`config.mk`:
```
export PLATFORM = sky130hd
export DESIGN_NAME = riscv_hazard_unit
export DESIGN_NICKNAME = d
export VERILOG_FILES = /design/src/rtl/riscv_hazard_unit.sv
export SDC_FILE = /design/constraint.sdc
export NUM_CORES = 1
export LEC_CHECK = 0
export CORE_MARGIN = 4
export CORE_UTILIZATION = 42
export CTS_BUF_LIST = sky130_fd_sc_hd__clkbuf_8
export DETAILED_ROUTE_END_ITERATION = 10
export MAX_ROUTING_LAYER = met4
export PLACE_DENSITY = 0.79
export SLEW_MARGIN = 20
export SYNTH_ARGS = -nofsm -noshare
export SYNTH_HDL_FRONTEND = slang
export SYNTH_SLANG_ARGS = --single-unit
```
`constraint.sdc`:
```
create_clock -name CLOCK_50 -period 2.1 [get_ports CLOCK_50]
set_clock_uncertainty 0.05 [all_clocks]
set_input_delay 0.42 -clock CLOCK_50 [delete_from_list [all_inputs] [get_ports CLOCK_50]]
set_output_delay 0.42 -clock CLOCK_50 [all_outputs]
set_load 0.02 [all_outputs]
```
`src/rtl/riscv_hazard_unit.sv`:
```
// Scoreboard-based stall/flush/bypass unit beside ID; stall and flush are combinational, bypass selects registered.
// No backpressure of its own; optional stall/flush perf counters under HAZARD_PERF_EN.
module riscv_hazard_unit #(
    parameter int STAGES   = 3,
    parameter int LOAD_LAT = 2,
    parameter int BR_STAGE = 1,
    parameter int CNT_W    = 32,
    parameter int SEL_W    = $clog2(STAGES)
) (
    input  logic             CLOCK_50,
    input  logic             rstn,
    input  logic             id_valid,
    input  logic [4:0]       id_rs1,
    input  logic [4:0]       id_rs2,
    input  logic             id_use_rs1,
    input  logic             id_use_rs2,
    input  logic [4:0]       id_rd,
    input  logic             id_wr,
    input  logic             id_load,
    input  logic             id_eof,
    input  logic             ex_branch_taken,
    output logic             stall,
    output logic             flush,
    output logic [SEL_W-1:0] fwd_a_sel,
    output logic [SEL_W-1:0] fwd_b_sel,
    output logic             done,
    output logic [CNT_W-1:0] cycle_count,
    output logic [CNT_W-1:0] instr_count,
    output logic [CNT_W-1:0] stall_count,
    output logic [CNT_W-1:0] flush_count
);

    logic             r_sb_vld  [STAGES];
    logic [4:0]       r_sb_rd   [STAGES];
    logic             r_sb_wr   [STAGES];
    logic             r_sb_load [STAGES];

    logic [SEL_W-1:0] r_fwd_a;
    logic [SEL_W-1:0] r_fwd_b;
    logic             r_eof_seen;
    logic             r_done;
    logic [CNT_W-1:0] r_cycle_cnt;
    logic [CNT_W-1:0] r_instr_cnt;

    logic [SEL_W:0]   w_look_a;
    logic [SEL_W:0]   w_look_b;
    logic             w_stall;
    logic             w_flush;
    logic             w_issue;
    logic             w_empty;
    logic             w_done;

    // Returns {load_use_hazard, bypass_select}; the loop runs oldest to youngest so the youngest match wins.
    function automatic logic [SEL_W:0] f_lookup(input logic [4:0] src, input logic use_src);
        logic [SEL_W:0] res;
        res = '0;
        for (int k = STAGES - 1; k >= 0; k--) begin
            if (r_sb_vld[k] && r_sb_wr[k] && (r_sb_rd[k] == src) && (src != 5'd0) && use_src) begin
                if (k == STAGES - 1)
                    res = '0;
                else
                    res = {(r_sb_load[k] && ((k + 1) < LOAD_LAT)), SEL_W'(k + 1)};
            end
        end
        return res;
    endfunction

    always_comb begin
        w_look_a = f_lookup(id_rs1, id_use_rs1);
        w_look_b = f_lookup(id_rs2, id_use_rs2);
    end

    always_comb begin
        w_empty = 1'b1;
        for (int k = 0; k < STAGES; k++) begin
            if (r_sb_vld[k])
                w_empty = 1'b0;
        end
    end

    assign w_flush = ex_branch_taken;
    assign w_stall = !w_flush && (w_look_a[SEL_W] || w_look_b[SEL_W]);
    assign w_issue = id_valid && !w_stall && !w_flush;
    assign w_done  = r_done || (r_eof_seen && w_empty);

    // EOF never enters the scoreboard so it cannot delay the drain.
    always_ff @(posedge CLOCK_50 or negedge rstn) begin
        if (!rstn) begin
            for (int k = 0; k < STAGES; k++) begin
                r_sb_vld[k]  <= 1'b0;
                r_sb_rd[k]   <= 5'd0;
                r_sb_wr[k]   <= 1'b0;
                r_sb_load[k] <= 1'b0;
            end
        end else begin
            r_sb_vld[0]  <= w_issue && !id_eof;
            r_sb_rd[0]   <= id_rd;
            r_sb_wr[0]   <= id_wr && !id_eof;
            r_sb_load[0] <= id_load && !id_eof;
            for (int k = 1; k < STAGES; k++) begin
                if (w_flush && ((k - 1) < BR_STAGE))
                    r_sb_vld[k] <= 1'b0;
                else
                    r_sb_vld[k] <= r_sb_vld[k-1];
                r_sb_rd[k]   <= r_sb_rd[k-1];
                r_sb_wr[k]   <= r_sb_wr[k-1];
                r_sb_load[k] <= r_sb_load[k-1];
            end
        end
    end

    always_ff @(posedge CLOCK_50 or negedge rstn) begin
        if (!rstn) begin
            r_fwd_a <= '0;
            r_fwd_b <= '0;
        end else if (w_stall || w_flush) begin
            r_fwd_a <= '0;
            r_fwd_b <= '0;
        end else begin
            r_fwd_a <= w_look_a[SEL_W-1:0];
            r_fwd_b <= w_look_b[SEL_W-1:0];
        end
    end

    always_ff @(posedge CLOCK_50 or negedge rstn) begin
        if (!rstn) begin
            r_eof_seen  <= 1'b0;
            r_done      <= 1'b0;
            r_cycle_cnt <= '0;
            r_instr_cnt <= '0;
        end else begin
            if (w_issue && id_eof)
                r_eof_seen <= 1'b1;
            r_done <= w_done;
            if (!w_done) begin
                r_cycle_cnt <= r_cycle_cnt + CNT_W'(1);
                if (w_issue)
                    r_instr_cnt <= r_instr_cnt + CNT_W'(1);
            end
        end
    end

`ifdef HAZARD_PERF_EN
    logic [CNT_W-1:0] r_stall_cnt;
    logic [CNT_W-1:0] r_flush_cnt;

    always_ff @(posedge CLOCK_50 or negedge rstn) begin
        if (!rstn) begin
            r_stall_cnt <= '0;
            r_flush_cnt <= '0;
        end else if (!w_done) begin
            if (w_stall)
                r_stall_cnt <= r_stall_cnt + CNT_W'(1);
            if (w_flush)
                r_flush_cnt <= r_flush_cnt + CNT_W'(1);
        end
    end

    assign stall_count = r_stall_cnt;
    assign flush_count = r_flush_cnt;
`else
    assign stall_count = '0;
    assign flush_count = '0;
`endif

    assign stall       = w_stall;
    assign flush       = w_flush;
    assign fwd_a_sel   = r_fwd_a;
    assign fwd_b_sel   = r_fwd_b;
    assign done        = w_done;
    assign cycle_count = r_cycle_cnt;
    assign instr_count = r_instr_cnt;

endmodule

```
==> flow_summary.yaml <==
run_status:
  status: "finished, violations left"
  violations: "negative setup slack"
synthesis:
  netlist_area_um2: 4439
  netlist_instances: 409
  avgSynthCellArea_um2: 10.85
  ys_seq_area_share_pct: 48.48
  synth_cell_types: 38
  synth-seq-cells: 86
  yosys_warnings: 0
sta:
  period_needed_ns: 2.176
  max_freq_ghz: 0.4596
  finalSetupViolCount: 6
  slew_viol_final: 0
  hold_violations: 0
  layout_setup_ws_ns: -0.07585
  holdWs_ns: 0.3378
  rsz0062_at_grt: "true"
  fin_setup_tns_ns: -0.3535
  period_share_pct: 103.6
setup_path:
  rr_worst_depth: 8
  timing.critical_path.to: "stall"
  r2r_end: "instr_count[28]$_DFFE_PN0P_"
  critPathRequiredTime_ns: 1.63
  crit_path_start_kind: "input pin"
  reg2reg_slack_ns: 0
  crit_type: "in2out"
  crit_start: "id_rs2[3]"
  critical_path.max_fanout: 3
  r2r-start: "r_sb_rd[12]$_DFF_PN0_"
  critPathArrivalTime_ns: 1.71
  end_kind: "output port"
min_path:
  hold_class: "reg2reg"
finish:
  drive_gt1_share_pct: 18.55
  multiInputGateArea_um2: 2161
  fill_cells: 854
  antenna_cells: 0
  nNetsFinal: 572
  layout_common_cells: "84 x dfrtp_1, 80 x clkdlybuf4s50_1, 64 x conb_1, 49 x xnor2_1, 37 x buf_4"
  area_growth_pct: 34.33
  final_cells: 686
  register_area_um2: 2155
  mostFrequentLayoutCell: "dfrtp_1"
  fin_area_um2: 5963
  post-route-util_pct: 57.76
floorplan:
  die_w_um: 110.8
  num_rows: 37
  start_util_pct: 43.00
  io_pins: 159
  dieArea_um2: 12280
  core_area_um2: 10320
  die_h_um: 110.8
pwr:
  power_density_nw_per_um2: 606.8
  leakage_uw: 0.002609
  peakVddDrop_uv: 498.7
placement:
  io_buffers: 94
  dp_cells: 667
  dpl-instance-area_um2: 5590
  gp_congestion: 0.8888
  dp_hpwl_mm: 7.508
route:
  routed-via-count: 3339
  routedWlPerCell_um: 14.83
  routed_wl_mm: 10.17
  first_pass_iters: 6
  antenna_left: 0
  drt_iter0_markers: 97
  drc: 0
  via_per_inst: 4.867
grt:
  grt_use_total_pct: 16.98
  antenna_found_initial: 0
  overflow: 0
  grt_pass1_vias: 3401
  grt_pass1_wl_mm: 16.59
  grt_start_max_net_pins: 39
cts:
  cts.reportedPaths.clkPinSlew_ns: 0.08
  cts_inserted_buffers: 9
  clockBufferDepth: 2
  insertion_delay_ns: 0.34
  root_buffer: "clkbuf_8"
  cts_max_level: 3
  cts_tree: "done"
  cts_sinks: 86
flow_run:
  maxCapViolations: 0
## layer usage
| metal | track usage (%) | part of all wire, % | vias up |
|---|---|---|---|
| met3 | 3.057 | 5.8 | 26 |
| met1 | 20.82 | 42 | 1617 |
| met5 | - | 0 | - |
| met4 | 7.635 | 2.6 | 0 |
| li1 | - | - | 1551 |
| met2 | 27.47 | 50 | 145 |
## kinds of logic after synthesis
| kind of cell | after synthesis | synth area share [%] |
|---|---|---|
| buffers and inverters | 74 | 12.12 |
| multiplexers | 1 | 0.2536 |
| flip-flops | 86 | 48.48 |
| AO/OA/AOI/OAI | 5 | 0.8175 |
| AND/OR/NAND/NOR | 158 | 21.51 |
| other | 1 | 0.08447 |
| adder cells (fa/ha/maj) | 2 | 0.5636 |
| XOR/XNOR | 82 | 16.18 |
## flip-flops by register name (all words and copies together) (netlist names)
signal       flops
cycle_count     32
r_done           1
instr_count     32
r_eof_seen       1
r_sb_load        1
r_sb_wr          2
fwd_b_sel        2
fwd_a_sel        2
r_sb_rd         10
r_sb_vld         3
## worst min path at each step
stage                                     from                          to  cells after the start
after floorplan                           rstn  cycle_count[0]$_DFFE_PN0P_                      0
after global placement    r_sb_wr[2]$_DFF_PN0_        r_sb_wr[1]$_DFF_PN0_                      0
after detailed placement  r_sb_wr[2]$_DFF_PN0_        r_sb_wr[1]$_DFF_PN0_                      0
after CTS                 r_sb_wr[2]$_DFF_PN0_        r_sb_wr[1]$_DFF_PN0_                      0
after global routing      r_sb_wr[2]$_DFF_PN0_        r_sb_wr[1]$_DFF_PN0_                      0
final                     r_sb_wr[2]$_DFF_PN0_        r_sb_wr[1]$_DFF_PN0_                      0
## timing repair
| item | CTS | global route |
|---|---|---|
| hold endpoints to repair | 31 | 0 |
| hold buffers | 1 | 0 |
| pin swaps | 10 | 10 |
| buffers inserted | 6 | 0 |
| endpoints found under the setup margin | 38 | 27 |
| gates resized for setup | 50 | 14 |
## critical path, stage by stage
cell and delay [ns]:
clkdlybuf4s15_2 0.20, or4_4 0.49, o21ai_4 0.18, nor4_4 0.07, o21ai_2 0.15, nor2_2 0.06
buf_6 0.13
## cells in the mapped netlist, drive strengths merged
cell,number,area share [%]
xnor2,49,9.7
or3,1,0.14
nor3,13,1.6
o21a,1,0.20
nand3b,1,0.17
mux2,1,0.25
nor2b,4,0.56
nor4b,1,0.20
ha,2,0.56
and3,9,1.3
nand2b,1,0.14
clkbuf,3,0.25
nor2,18,1.5
dfrtp,86,48
nand4b,1,0.20
nor3b,2,0.34
inv,2,0.17
xor2,33,6.5
nor4,15,4.0
or4,2,0.42
nand3,19,2.1
a31o,1,0.20
nand4,29,4.1
o21ai,3,0.42
buf,68,12
and4,9,1.8
and2,2,0.28
clkinv,1,0.084
conb,1,0.084
nand2,31,2.7
## final cells by class
| class | count | share of cell area [%] |
|---|---|---|
| well taps | 136 | 2.854 |
| clock buffers | 11 | 2.539 |
| repair buffers | 134 | 20.86 |
| clock inverters | 4 | 1.196 |
| flip-flops and latches | 86 | 36.13 |
| multi-input cells | 312 | 36.24 |
| inverters | 3 | 0.1888 |
## where the power goes
| group | total [uW] | internal, uW | leakage (uW) | switching [uW] |
|---|---|---|---|---|
| clock | 1280 | 725 | 0.000113 | 553 |
| combinational | 533 | 220 | 0.00135 | 314 |
| sequential | 1810 | 1720 | 0.00114 | 89.9 |
| total | 3620 | 2660 | 0.00261 | 957 |
## through the flow
step / worst slack, ns / total power (uW)
floorplan: -0.02712 / 2183
global placement: -0.7919 / 2348
detailed placement: -0.8427 / 2367
CTS: -0.06440 / 3654
global route: -0.1950 / 3772
finish: -0.07585 / 3619
Note: power is estimated with default switching activity, not from simulation.
==> patch: new RTL, config.mk and constraints unchanged <==
Register the output `cycle_count` once more, cleared by the reset; this adds one clock of latency there. The other outputs are not delayed to match.
--- a/src/rtl/riscv_hazard_unit.sv
+++ b/src/rtl/riscv_hazard_unit.sv
@@ -169,5 +169,11 @@
     assign fwd_b_sel   = r_fwd_b;
     assign done        = w_done;
-    assign cycle_count = r_cycle_cnt;
+    always_ff @(posedge CLOCK_50 or negedge rstn) begin
+        if (!rstn) begin
+            cycle_count <= '0;
+        end else begin
+            cycle_count <= r_cycle_cnt;
+        end
+    end
     assign instr_count = r_instr_cnt;
 
Function: changed (Yosys sat finds a counterexample within 4 cycles, from zero or initial values and one cycle with rstn low).
==> patch against the original RTL <==
The flow still finishes with violations (setup timing); clock power up 56%; register-to-register slack improved by 0.04 ns; non-clock buffer count grew 10; sequential cell count is 32 higher; count of clock-buffer cells in the layout grew 6; final area rose by 16%; setup slack worse by 0.087 ns; area after synthesis grew 15%; routed wire length grew 10%; total power rose by 38%; critical path type is now flip-flop to output pin; largest power group unchanged.
==> patch: results (changes against the original RTL) <==
STATUS='finished with violations'
FAILED_CHECKS='setup timing'
YOSYSSEQAREASHARE_PCT=57.6  # +9.1 points
PLACEMENT.CELL_AREA_MM2=0.00630  # +13%
SEQ_POWER_SHARE_PCT=49.2  # -0.8 points
DETAILEDPLACEMENTHPWL_MM=7.99  # +6.4%
DPL_WORST_SLACK_NS=-0.796  # +0.0467 ns
DRT-VIAS-PER-INSTANCE=4.73  # -2.9%
LAYOUT_SETUP_WS_NS=-0.163  # -0.0875 ns
GRT_PASS1_VIAS=3759  # +11%
SYNTH_AREA_IN_COMPOUND_GATES_PCT=0.708  # -0.11 points
GRTUSAGETOTAL_PCT=16.5  # -0.44 points
SHARE_OF_CELLS_ABOVE_DRIVE_STRENGTH_1_PCT=20.4  # +1.9 points
GRT_START_MAX_NET_PINS=45  # +15%
WORSTREG2REGEND='instr_count[27]$_DFFE_PN0P_'
P_SW_SHARE_PCT=27.1  # +0.67 points
REG2REG_DEPTH=9  # +1
CLOCK_TREE.HTREE_LEVEL_COUNT=4  # +1
FINAL.HOLD.WORST_SLACK_NS=0.337  # -0.000529 ns
YOSYS-TOP-CELLS-AREA='sky130_fd_sc_hd__dfrtp_1 58%, sky130_fd_sc_hd__buf_4 9.5%, sky130_fd_sc_hd__xnor2_1 8.2%, sky130_fd_sc_hd__xor2_1 5.6%, sky130_fd_sc_hd__nand4_1 2.9%'
ROUTEDWLPERCELL_UM=15.0  # +1.4%
CTS_BUFFERS=17  # +8
NUMBER_OF_SETUP_VIOLATIONS_IN_THE_FINAL_REPORT=2  # -4
FIRST_ITER_VIOLATIONS=220  # +130%
SYNTHADDERAREAFRAC_PCT=0.488  # -0.075 points
SYNTH.CELLS.MOST_FREQUENT='118 x sky130_fd_sc_hd__dfrtp_1, 65 x sky130_fd_sc_hd__buf_4, 48 x sky130_fd_sc_hd__xnor2_1'
TIMING.CRITICAL_PATH.SLOWEST_STAGE_CELL='sky130_fd_sc_hd__dfrtp_1'
SYNTH_MUX_AREA_SHARE_PCT=0.439  # +0.19 points
==> patch: metrics by stage <==
step | cells | TNS (ns)
5_1_grt | 744 | -0.297
6_report | 744 | -0.199
4_1_cts | 740 | -0.257
2_1_floorplan | 493 | -0.0276
3_3_place_gp | 701 | -18.86
3_5_place_dp | 701 | -21.45
==> patch: repair_timing <==
action / 4_1_cts / 5_1_grt
hold buffers: 1 / 0
pin swaps: 15 / 14
setup buffers: 7 / 6
gates resized for setup: 44 / 31
endpoints found under the hold margin: 38 / 0
setup endpoints to repair: 36 / 27
==> patch: layout make-up <==
cell class	instances	area (µm²)
repair buffers	144	1360
flip-flops and latches	118	2950
inverters	4	15.0
fillers	957	5030
multi-input cells	300	2030
clock buffers	17	234
well taps	147	184
clock inverters	14	153
==> patch: per-layer routing <==
metal	global-route usage (%)	up-vias	wire length, µm
met4	6.73	0	180
li1	-	1629	-
met5	-	-	0
met2	28.2	127	6030
met3	5.07	21	678
met1	18.0	1741	4300
